$ cat src/rtl/nap_pkg.sv
// Shared types and constants for the nap timer controller.
package nap_pkg;

  // Controller states
  typedef enum logic [2:0] {
    IDLE,
    AUTO_LOAD,
    ENTRY_TENS,
    ENTRY_UNITS,
    ARMED,
    COUNT,
    DONE,
    ALARM
  } nap_state_t;

  // One 6-bit display field (minutes or seconds)
  typedef logic [5:0] nap_field_t;

  // Remaining time as a minutes/seconds pair
  typedef struct packed {
    nap_field_t min;
    nap_field_t sec;
  } nap_time_t;

  localparam logic [3:0] KEY_MAX_DIGIT = 4'd9;
  localparam nap_field_t SEC_WRAP      = 6'd59;

  // One-second decrement; saturates at 00:00 instead of wrapping
  function automatic nap_time_t nap_time_dec(input nap_time_t t);
    nap_time_t r;
    r = t;
    if (t.sec == '0) begin
      if (t.min != '0) begin
        r.min = t.min - 6'd1;
        r.sec = SEC_WRAP;
      end
    end else begin
      r.sec = t.sec - 6'd1;
    end
    return r;
  endfunction

  function automatic logic nap_time_zero(input nap_time_t t);
    return (t.min == '0) && (t.sec == '0);
  endfunction

endpackage

$ cat src/rtl/nap_tick_gen.sv
// Seconds prescaler: counts 0..CLK_HZ-1 while running and flags the wrap
// cycle with a one-cycle tick. A clear restarts the count at zero.
module nap_tick_gen #(
  parameter int CLK_HZ = 1000
) (
  input  logic clock,
  input  logic reset,
  input  logic clear,
  input  logic run,
  output logic tick
);

  localparam int CW = (CLK_HZ > 1) ? $clog2(CLK_HZ) : 1;
  localparam logic [CW-1:0] LAST = CW'(CLK_HZ - 1);

  logic [CW-1:0] cnt_reg;

  // Prescaler counter: clear has priority, holds when not running
  always_ff @(posedge clock or negedge reset) begin
    if (!reset) begin
      cnt_reg <= '0;
    end else if (clear) begin
      cnt_reg <= '0;
    end else if (run) begin
      cnt_reg <= (cnt_reg == LAST) ? '0 : cnt_reg + 1'b1;
    end
  end

  assign tick = run && !clear && (cnt_reg == LAST);

endmodule

$ cat src/rtl/nap_timer_ctrl.sv
// Nap timer controller: auto/manual nap length setting, seconds countdown,
// and alarm beeper. Optional snooze support is enabled by defining the
// macro NAP_TIMER_SNOOZE_EN.
module nap_timer_ctrl
  import nap_pkg::*;
#(
  parameter int CLK_HZ     = 1000,
  parameter int AUTO_MIN   = 20,
  parameter int MAX_MIN    = 59,
  parameter int SNOOZE_MIN = 5
) (
  input  logic       clock,
  input  logic       reset,
  input  logic       enAutoSetting,
  input  logic       enManualSetting,
  input  logic       enSleep,
  input  logic       enAlarm,
  input  logic       enCancel,
  input  logic       keyValid,
  input  logic [3:0] keyCode,
  input  logic       snooze,
  output logic       completeSetting,
  output logic       completeSleep,
  output logic       beep,
  output logic [5:0] remainMin,
  output logic [5:0] remainSec
);

  nap_state_t state_reg, state_next;
  nap_time_t  time_reg, time_next;
  logic [3:0] tens_reg, tens_next;
  logic       beep_reg, beep_next;
  logic       set_pulse_reg, set_pulse_next;
  logic       sleep_pulse_reg, sleep_pulse_next;
  logic       prescaler_clear, prescaler_run, tick;
  logic       key_digit;
  logic [6:0] entry_value;
  nap_time_t  time_dec;

`ifdef NAP_TIMER_SNOOZE_EN
  logic       snooze_reg, snooze_next;
`else
  logic       unused_snooze;
  assign unused_snooze = snooze;
`endif

  nap_tick_gen #(.CLK_HZ(CLK_HZ)) u_tick (
    .clock (clock),
    .reset (reset),
    .clear (prescaler_clear),
    .run   (prescaler_run),
    .tick  (tick)
  );

  assign key_digit   = keyValid && (keyCode <= KEY_MAX_DIGIT);
  assign entry_value = 7'(tens_reg) * 7'd10 + 7'(keyCode);
  assign time_dec    = nap_time_dec(time_reg);

  // State and datapath registers; everything the outside sees is registered
  always_ff @(posedge clock or negedge reset) begin
    if (!reset) begin
      state_reg       <= IDLE;
      time_reg        <= '0;
      tens_reg        <= '0;
      beep_reg        <= 1'b0;
      set_pulse_reg   <= 1'b0;
      sleep_pulse_reg <= 1'b0;
`ifdef NAP_TIMER_SNOOZE_EN
      snooze_reg      <= 1'b0;
`endif
    end else begin
      state_reg       <= state_next;
      time_reg        <= time_next;
      tens_reg        <= tens_next;
      beep_reg        <= beep_next;
      set_pulse_reg   <= set_pulse_next;
      sleep_pulse_reg <= sleep_pulse_next;
`ifdef NAP_TIMER_SNOOZE_EN
      snooze_reg      <= snooze_next;
`endif
    end
  end

  // Next-state and datapath logic; cancel overrides everything else
  always_comb begin
    state_next       = state_reg;
    time_next        = time_reg;
    tens_next        = tens_reg;
    beep_next        = beep_reg;
    set_pulse_next   = 1'b0;
    sleep_pulse_next = 1'b0;
    prescaler_clear  = 1'b0;
    prescaler_run    = 1'b0;
`ifdef NAP_TIMER_SNOOZE_EN
    snooze_next      = snooze_reg;
`endif
    if (enCancel) begin
      state_next      = IDLE;
      time_next       = '0;
      tens_next       = '0;
      beep_next       = 1'b0;
      prescaler_clear = 1'b1;
`ifdef NAP_TIMER_SNOOZE_EN
      snooze_next     = 1'b0;
`endif
    end else begin
      case (state_reg)
        IDLE: begin
          // Auto wins when both setting enables are high; the auto value
          // is loaded on the same edge that enters AUTO_LOAD
          if (enAutoSetting) begin
            state_next     = AUTO_LOAD;
            time_next.min  = 6'(AUTO_MIN);
            time_next.sec  = '0;
            set_pulse_next = 1'b1;
          end else if (enManualSetting) begin
            state_next = ENTRY_TENS;
          end
        end
        AUTO_LOAD: begin
          state_next = ARMED;
        end
        ENTRY_TENS: begin
          if (key_digit) begin
            tens_next  = keyCode;
            state_next = ENTRY_UNITS;
          end
        end
        ENTRY_UNITS: begin
          if (key_digit) begin
            if (entry_value == '0) begin
              state_next = ENTRY_TENS;
            end else begin
              if (entry_value > 7'(MAX_MIN)) begin
                time_next.min = 6'(MAX_MIN);
              end else begin
                time_next.min = entry_value[5:0];
              end
              time_next.sec  = '0;
              set_pulse_next = 1'b1;
              state_next     = ARMED;
            end
          end
        end
        ARMED: begin
          if (enSleep) begin
            state_next      = COUNT;
            prescaler_clear = 1'b1;
          end
        end
        COUNT: begin
          prescaler_run = 1'b1;
          if (tick) begin
            time_next = time_dec;
            if (nap_time_zero(time_dec)) begin
              sleep_pulse_next = 1'b1;
              state_next       = DONE;
            end
          end
        end
        DONE: begin
          if (enAlarm) begin
            state_next      = ALARM;
            prescaler_clear = 1'b1;
            beep_next       = 1'b1;
          end
        end
        ALARM: begin
          prescaler_run = 1'b1;
`ifdef NAP_TIMER_SNOOZE_EN
          // Snooze mutes the beeper and reuses the countdown display
          if (snooze) begin
            time_next.min   = 6'(SNOOZE_MIN);
            time_next.sec   = '0;
            beep_next       = 1'b0;
            snooze_next     = 1'b1;
            prescaler_clear = 1'b1;
          end else if (tick) begin
            if (snooze_reg) begin
              time_next = time_dec;
              if (nap_time_zero(time_dec)) begin
                snooze_next = 1'b0;
                beep_next   = 1'b1;
              end
            end else begin
              beep_next = ~beep_reg;
            end
          end
`else
          if (tick) begin
            beep_next = ~beep_reg;
          end
`endif
        end
        default: begin
          state_next = IDLE;
        end
      endcase
    end
  end

  assign completeSetting = set_pulse_reg;
  assign completeSleep   = sleep_pulse_reg;
  assign beep            = beep_reg;
  assign remainMin       = time_reg.min;
  assign remainSec       = time_reg.sec;

endmodule

$ cat config.mk
export PLATFORM = sky130hd
export DESIGN_NAME = nap_timer_ctrl
export DESIGN_NICKNAME = d
export VERILOG_FILES = /design/src/rtl/nap_pkg.sv /design/src/rtl/nap_tick_gen.sv /design/src/rtl/nap_timer_ctrl.sv
export SDC_FILE = /design/constraint.sdc
export NUM_CORES = 1
export LEC_CHECK = 0
export ABC_AREA = 1
export CORE_UTILIZATION = 58
export CTS_BUF_LIST = sky130_fd_sc_hd__clkbuf_8 sky130_fd_sc_hd__clkbuf_16
export CTS_CLUSTER_DIAMETER = 80
export DETAILED_ROUTE_END_ITERATION = 8
export GPL_ROUTABILITY_DRIVEN = 0
export MAX_ROUTING_LAYER = met4
export PLACE_DENSITY_LB_ADDON = 0.3
export REMOVE_ABC_BUFFERS = 1
export SLEW_MARGIN = 20
export SYNTH_ARGS = -nofsm -noshare
export SYNTH_HDL_FRONTEND = slang
export SYNTH_HIERARCHICAL = 1
export SYNTH_SLANG_ARGS = --single-unit
$ cat constraint.sdc
create_clock -name clock -period 3.2 [get_ports clock]
set_clock_uncertainty 0.1 [all_clocks]
set_input_delay 0.32 -clock clock [delete_from_list [all_inputs] [get_ports clock]]
set_output_delay 0.32 -clock clock [all_outputs]
set_load 0.03 [all_outputs]
==> results.sh <==
export IMPL_intPower_mw=1.07
export IMPL_max_stage_delay_ns=0.46
export IMPL_dpl_hpwl_um=4920
export IMPL_critical_path_startpoint_type="register"
export IMPL_slew_limit_headroom_pct=52.2
export IMPL_reg2regPathDepth=12
export IMPL_power_density_nw_per_um2=651
export IMPL_syn_to_final_growth_pct=15.5
export IMPL_count_of_input_and_output_buffers=26
export IMPL_cts_resized=0
export IMPL_cp_required_ns=3.31
export IMPL_tightest_slew_ns=0.714
export IMPL_floorplan_rows=24
export IMPL_mean_instance_size_in_the_synthesized_netlist_um2=6.60
export IMPL_min_period_ns=2.92
export IMPL_synth_most_common_cell="sky130_fd_sc_hd__nand2_1"
export IMPL_tns_ns=0
export IMPL_h_tree_levels=2
export IMPL_fmaxAchievable_ghz=0.342
export IMPL_floorplan_die_width_um=70.8
export IMPL_fin_crit_sh_pct=91.4
export IMPL_maximum_number_of_pins_on_one_net_before_global_route_repair=33
export IMPL_timing_setup_critical_path_class="register to register"
export IMPL_drtPass1Iterations=7
export IMPL_synth_sequential_area_ratio_pct=29.2
export IMPL_grt_setup_unrepaired="no"
export IMPL_power_leakage_nw=1.54
export IMPL_synth_top_cells_by_area="sky130_fd_sc_hd__dfrtp_1 29%, sky130_fd_sc_hd__nand2_1 18%, sky130_fd_sc_hd__nand3_1 6.7%, sky130_fd_sc_hd__nor2_1 6.2%, sky130_fd_sc_hd__inv_1 5.7%"
export IMPL_seq_power_share_pct=26.0
export IMPL_vdd_ir_drop_max_mv=0.356
export IMPL_post_cts_setup_buffers=0
export IMPL_core_um2=4440
export IMPL_netSwitchingPower_uw=993
export IMPL_grt_first_pass_wirelength_um=11500
export IMPL_clock_sink_total=32
export IMPL_clkSlewWorstSetupHoldPaths_ns=0.07
export IMPL_antenna_left=0
export IMPL_layout_net_count=473
export IMPL_cts_root_to_sink_buffers=2
export IMPL_count_of_flip_flops_with_a_built_in_enable_after_synthesis=0
export IMPL_timing_max_cap_violations=0
export IMPL_synth_seq_cells=32
export IMPL_die_height_um=70.8
export IMPL_layout_core_utilization_pct=71.3
export IMPL_post_route_cell_area_um2=3170
export IMPL_clkLatencyLatePin_ns=0.29
export IMPL_post_synth_inst_count=416
export IMPL_yosys_area_top_type="sky130_fd_sc_hd__dfrtp_1"
export IMPL_design_die_area_um2=5010
export IMPL_via_count_of_the_first_global_routing_pass=2654
export IMPL_postCtsHoldBufs=0
export IMPL_hold_ws_ns=0.318
export IMPL_pwr_share_comb_pct=55.4
export IMPL_crit_fanout=4
export IMPL_crit_path_frequent_cell="sky130_fd_sc_hd__nand2_1"
export IMPL_outcome="finished clean"
export IMPL_number_of_antenna_violations_at_the_first_check_in_global_routing=0
export IMPL_netlist_cell_type_count=37
export IMPL_tritoncts="yes"
export IMPL_synthesis_area_um2=2740
export IMPL_post_detailed_route_drc_marker_count=0
export IMPL_crit_chain="ha_1, ha_1, inv_1, fa_1, nor2_2, nand4_1, nand2_1, nand2_1, nand2_1, o21ai_0, or2_2, a21oi_1"
export IMPL_wl_per_cell_um=12.7
export IMPL_routed_wl_um=6350
export IMPL_area_of_placed_instances_um2=3060
export IMPL_floorplan_io_pins=28
export IMPL_holdCritPathClass="input port to async pin"
export IMPL_worst_ep_arrival_time_ns=3.03
export IMPL_setup_reg_to_reg_worst_slack_ns=0.28
export IMPL_track_usage_pct=29.2
export IMPL_setup_crit_end_kind="register"
export IMPL_largest_reg_flops=10
export IMPL_hold_viol=0
export IMPL_drt_initial_drc_count=180
export IMPL_antennaDiodeCount=0
export IMPL_synthDominantCellAreaShare_pct=29.2
export IMPL_share_clk_of_total_power_pct=18.6
export IMPL_count_of_final_setup_violators=0
export IMPL_slew_violations=0
export IMPL_synthesis_yosys_warnings=6
export IMPL_fraction_of_final_layout_cells_sized_beyond_drive_strength_1_pct=11.2
export IMPL_ys_dominant_reg_cell="sky130_fd_sc_hd__dfrtp_1"
export IMPL_viasPerCell=5.65
export IMPL_cts_root_buffer="sky130_fd_sc_hd__clkbuf_8"
export IMPL_route_vias_total=2827
export IMPL_gr_total_overflow=0
export IMPL_synth_async_sr_flop_share_pct=100
export IMPL_slowest_stage="sky130_fd_sc_hd__fa_1"
export IMPL_power_switching_fraction_pct=48.1
export IMPL_cts_inserted_buffers=5
export IMPL_initial_utilization_pct=61.7
export IMPL_netlist_top_cells_count="132 x sky130_fd_sc_hd__nand2_1, 45 x sky130_fd_sc_hd__nor2_1, 42 x sky130_fd_sc_hd__inv_1"
[path summary, 6_finish.rpt]
| check | to | startpoint |
|---|---|---|
| worst min register to register | beep | beep |
| worst max register to register | completeSetting | tens_reg[1] |
| max in group asynchronous | u_tick/cnt_reg[7] | reset |
| worst max-delay path | completeSetting | tens_reg[1] |
| worst min-delay path | remainMin[1] | reset |
| min in group clock | beep | beep |
[cells by family after synthesis]
family	share of synthesized area, %
AND/OR/NAND/NOR	45.5
flip-flops	29.2
buffers and inverters	7.48
XOR/XNOR	1.92
adder cells (fa/ha/maj)	6.48
AO/OA/AOI/OAI	9.44
[layer usage]
metal	global-route usage, %	vias to the layer above	wire, um
met5	-	-	0
met4	12.9	0	140
met3	3.56	15	306
met2	47.5	98	3060
met1	36.7	1315	2850
li1	-	1399	-
[critical path: cells and delay by family, from the launching register on]
kind                     cells  cell delay [ns]
AND/OR/NAND/NOR              6             0.92
adder cells (fa/ha/maj)      3             0.98
buffers and inverters        1             0.07
AO/OA/AOI/OAI                2             0.33
flip-flops                   1             0.44
[power by group through the flow]
stage	logic, mW	clock network, mW	registers [mW]
6_report	1.14	0.383	0.537
5_1_grt	1.28	0.405	0.543
4_1_cts	1.13	0.388	0.535
3_5_place_dp	1.12	0	0.542
3_3_place_gp	1.09	0	0.540
2_1_floorplan	0.802	0	0.576
[cell type report]
class	count	area [um2]
multi-input cells	332	1740
fillers	391	1270
flip-flops and latches	32	801
repair buffers	29	283
inverters	47	176
clock buffers	5	68.8
well taps	52	65.1
clock inverters	3	38.8
[metrics by stage]
stage	power [mW]	cells	setup slack (ns)
floorplan	1.38	411	0.649
global placement	1.63	492	0.454
detailed placement	1.66	492	0.328
CTS	2.05	500	0.307
global route	2.23	500	0.0857
finish	2.06	500	0.276
[cells in the final DEF, fill, tap and decap left out, drive strengths merged, types with 3 or more instances in the layout]
master	Yosys	final
inv	46	47
nand3b	4	4
nand3	41	41
a21oi	13	13
o21ai	32	32
nor3	7	7
nand4	5	5
ha	11	11
xor2	5	5
dfrtp	32	32
clkdlybuf4s50	0	26
clkbuf	2	5
nand2	145	145
buf	3	3
nor2	58	58
Note: power is estimated with default switching activity, not from simulation.
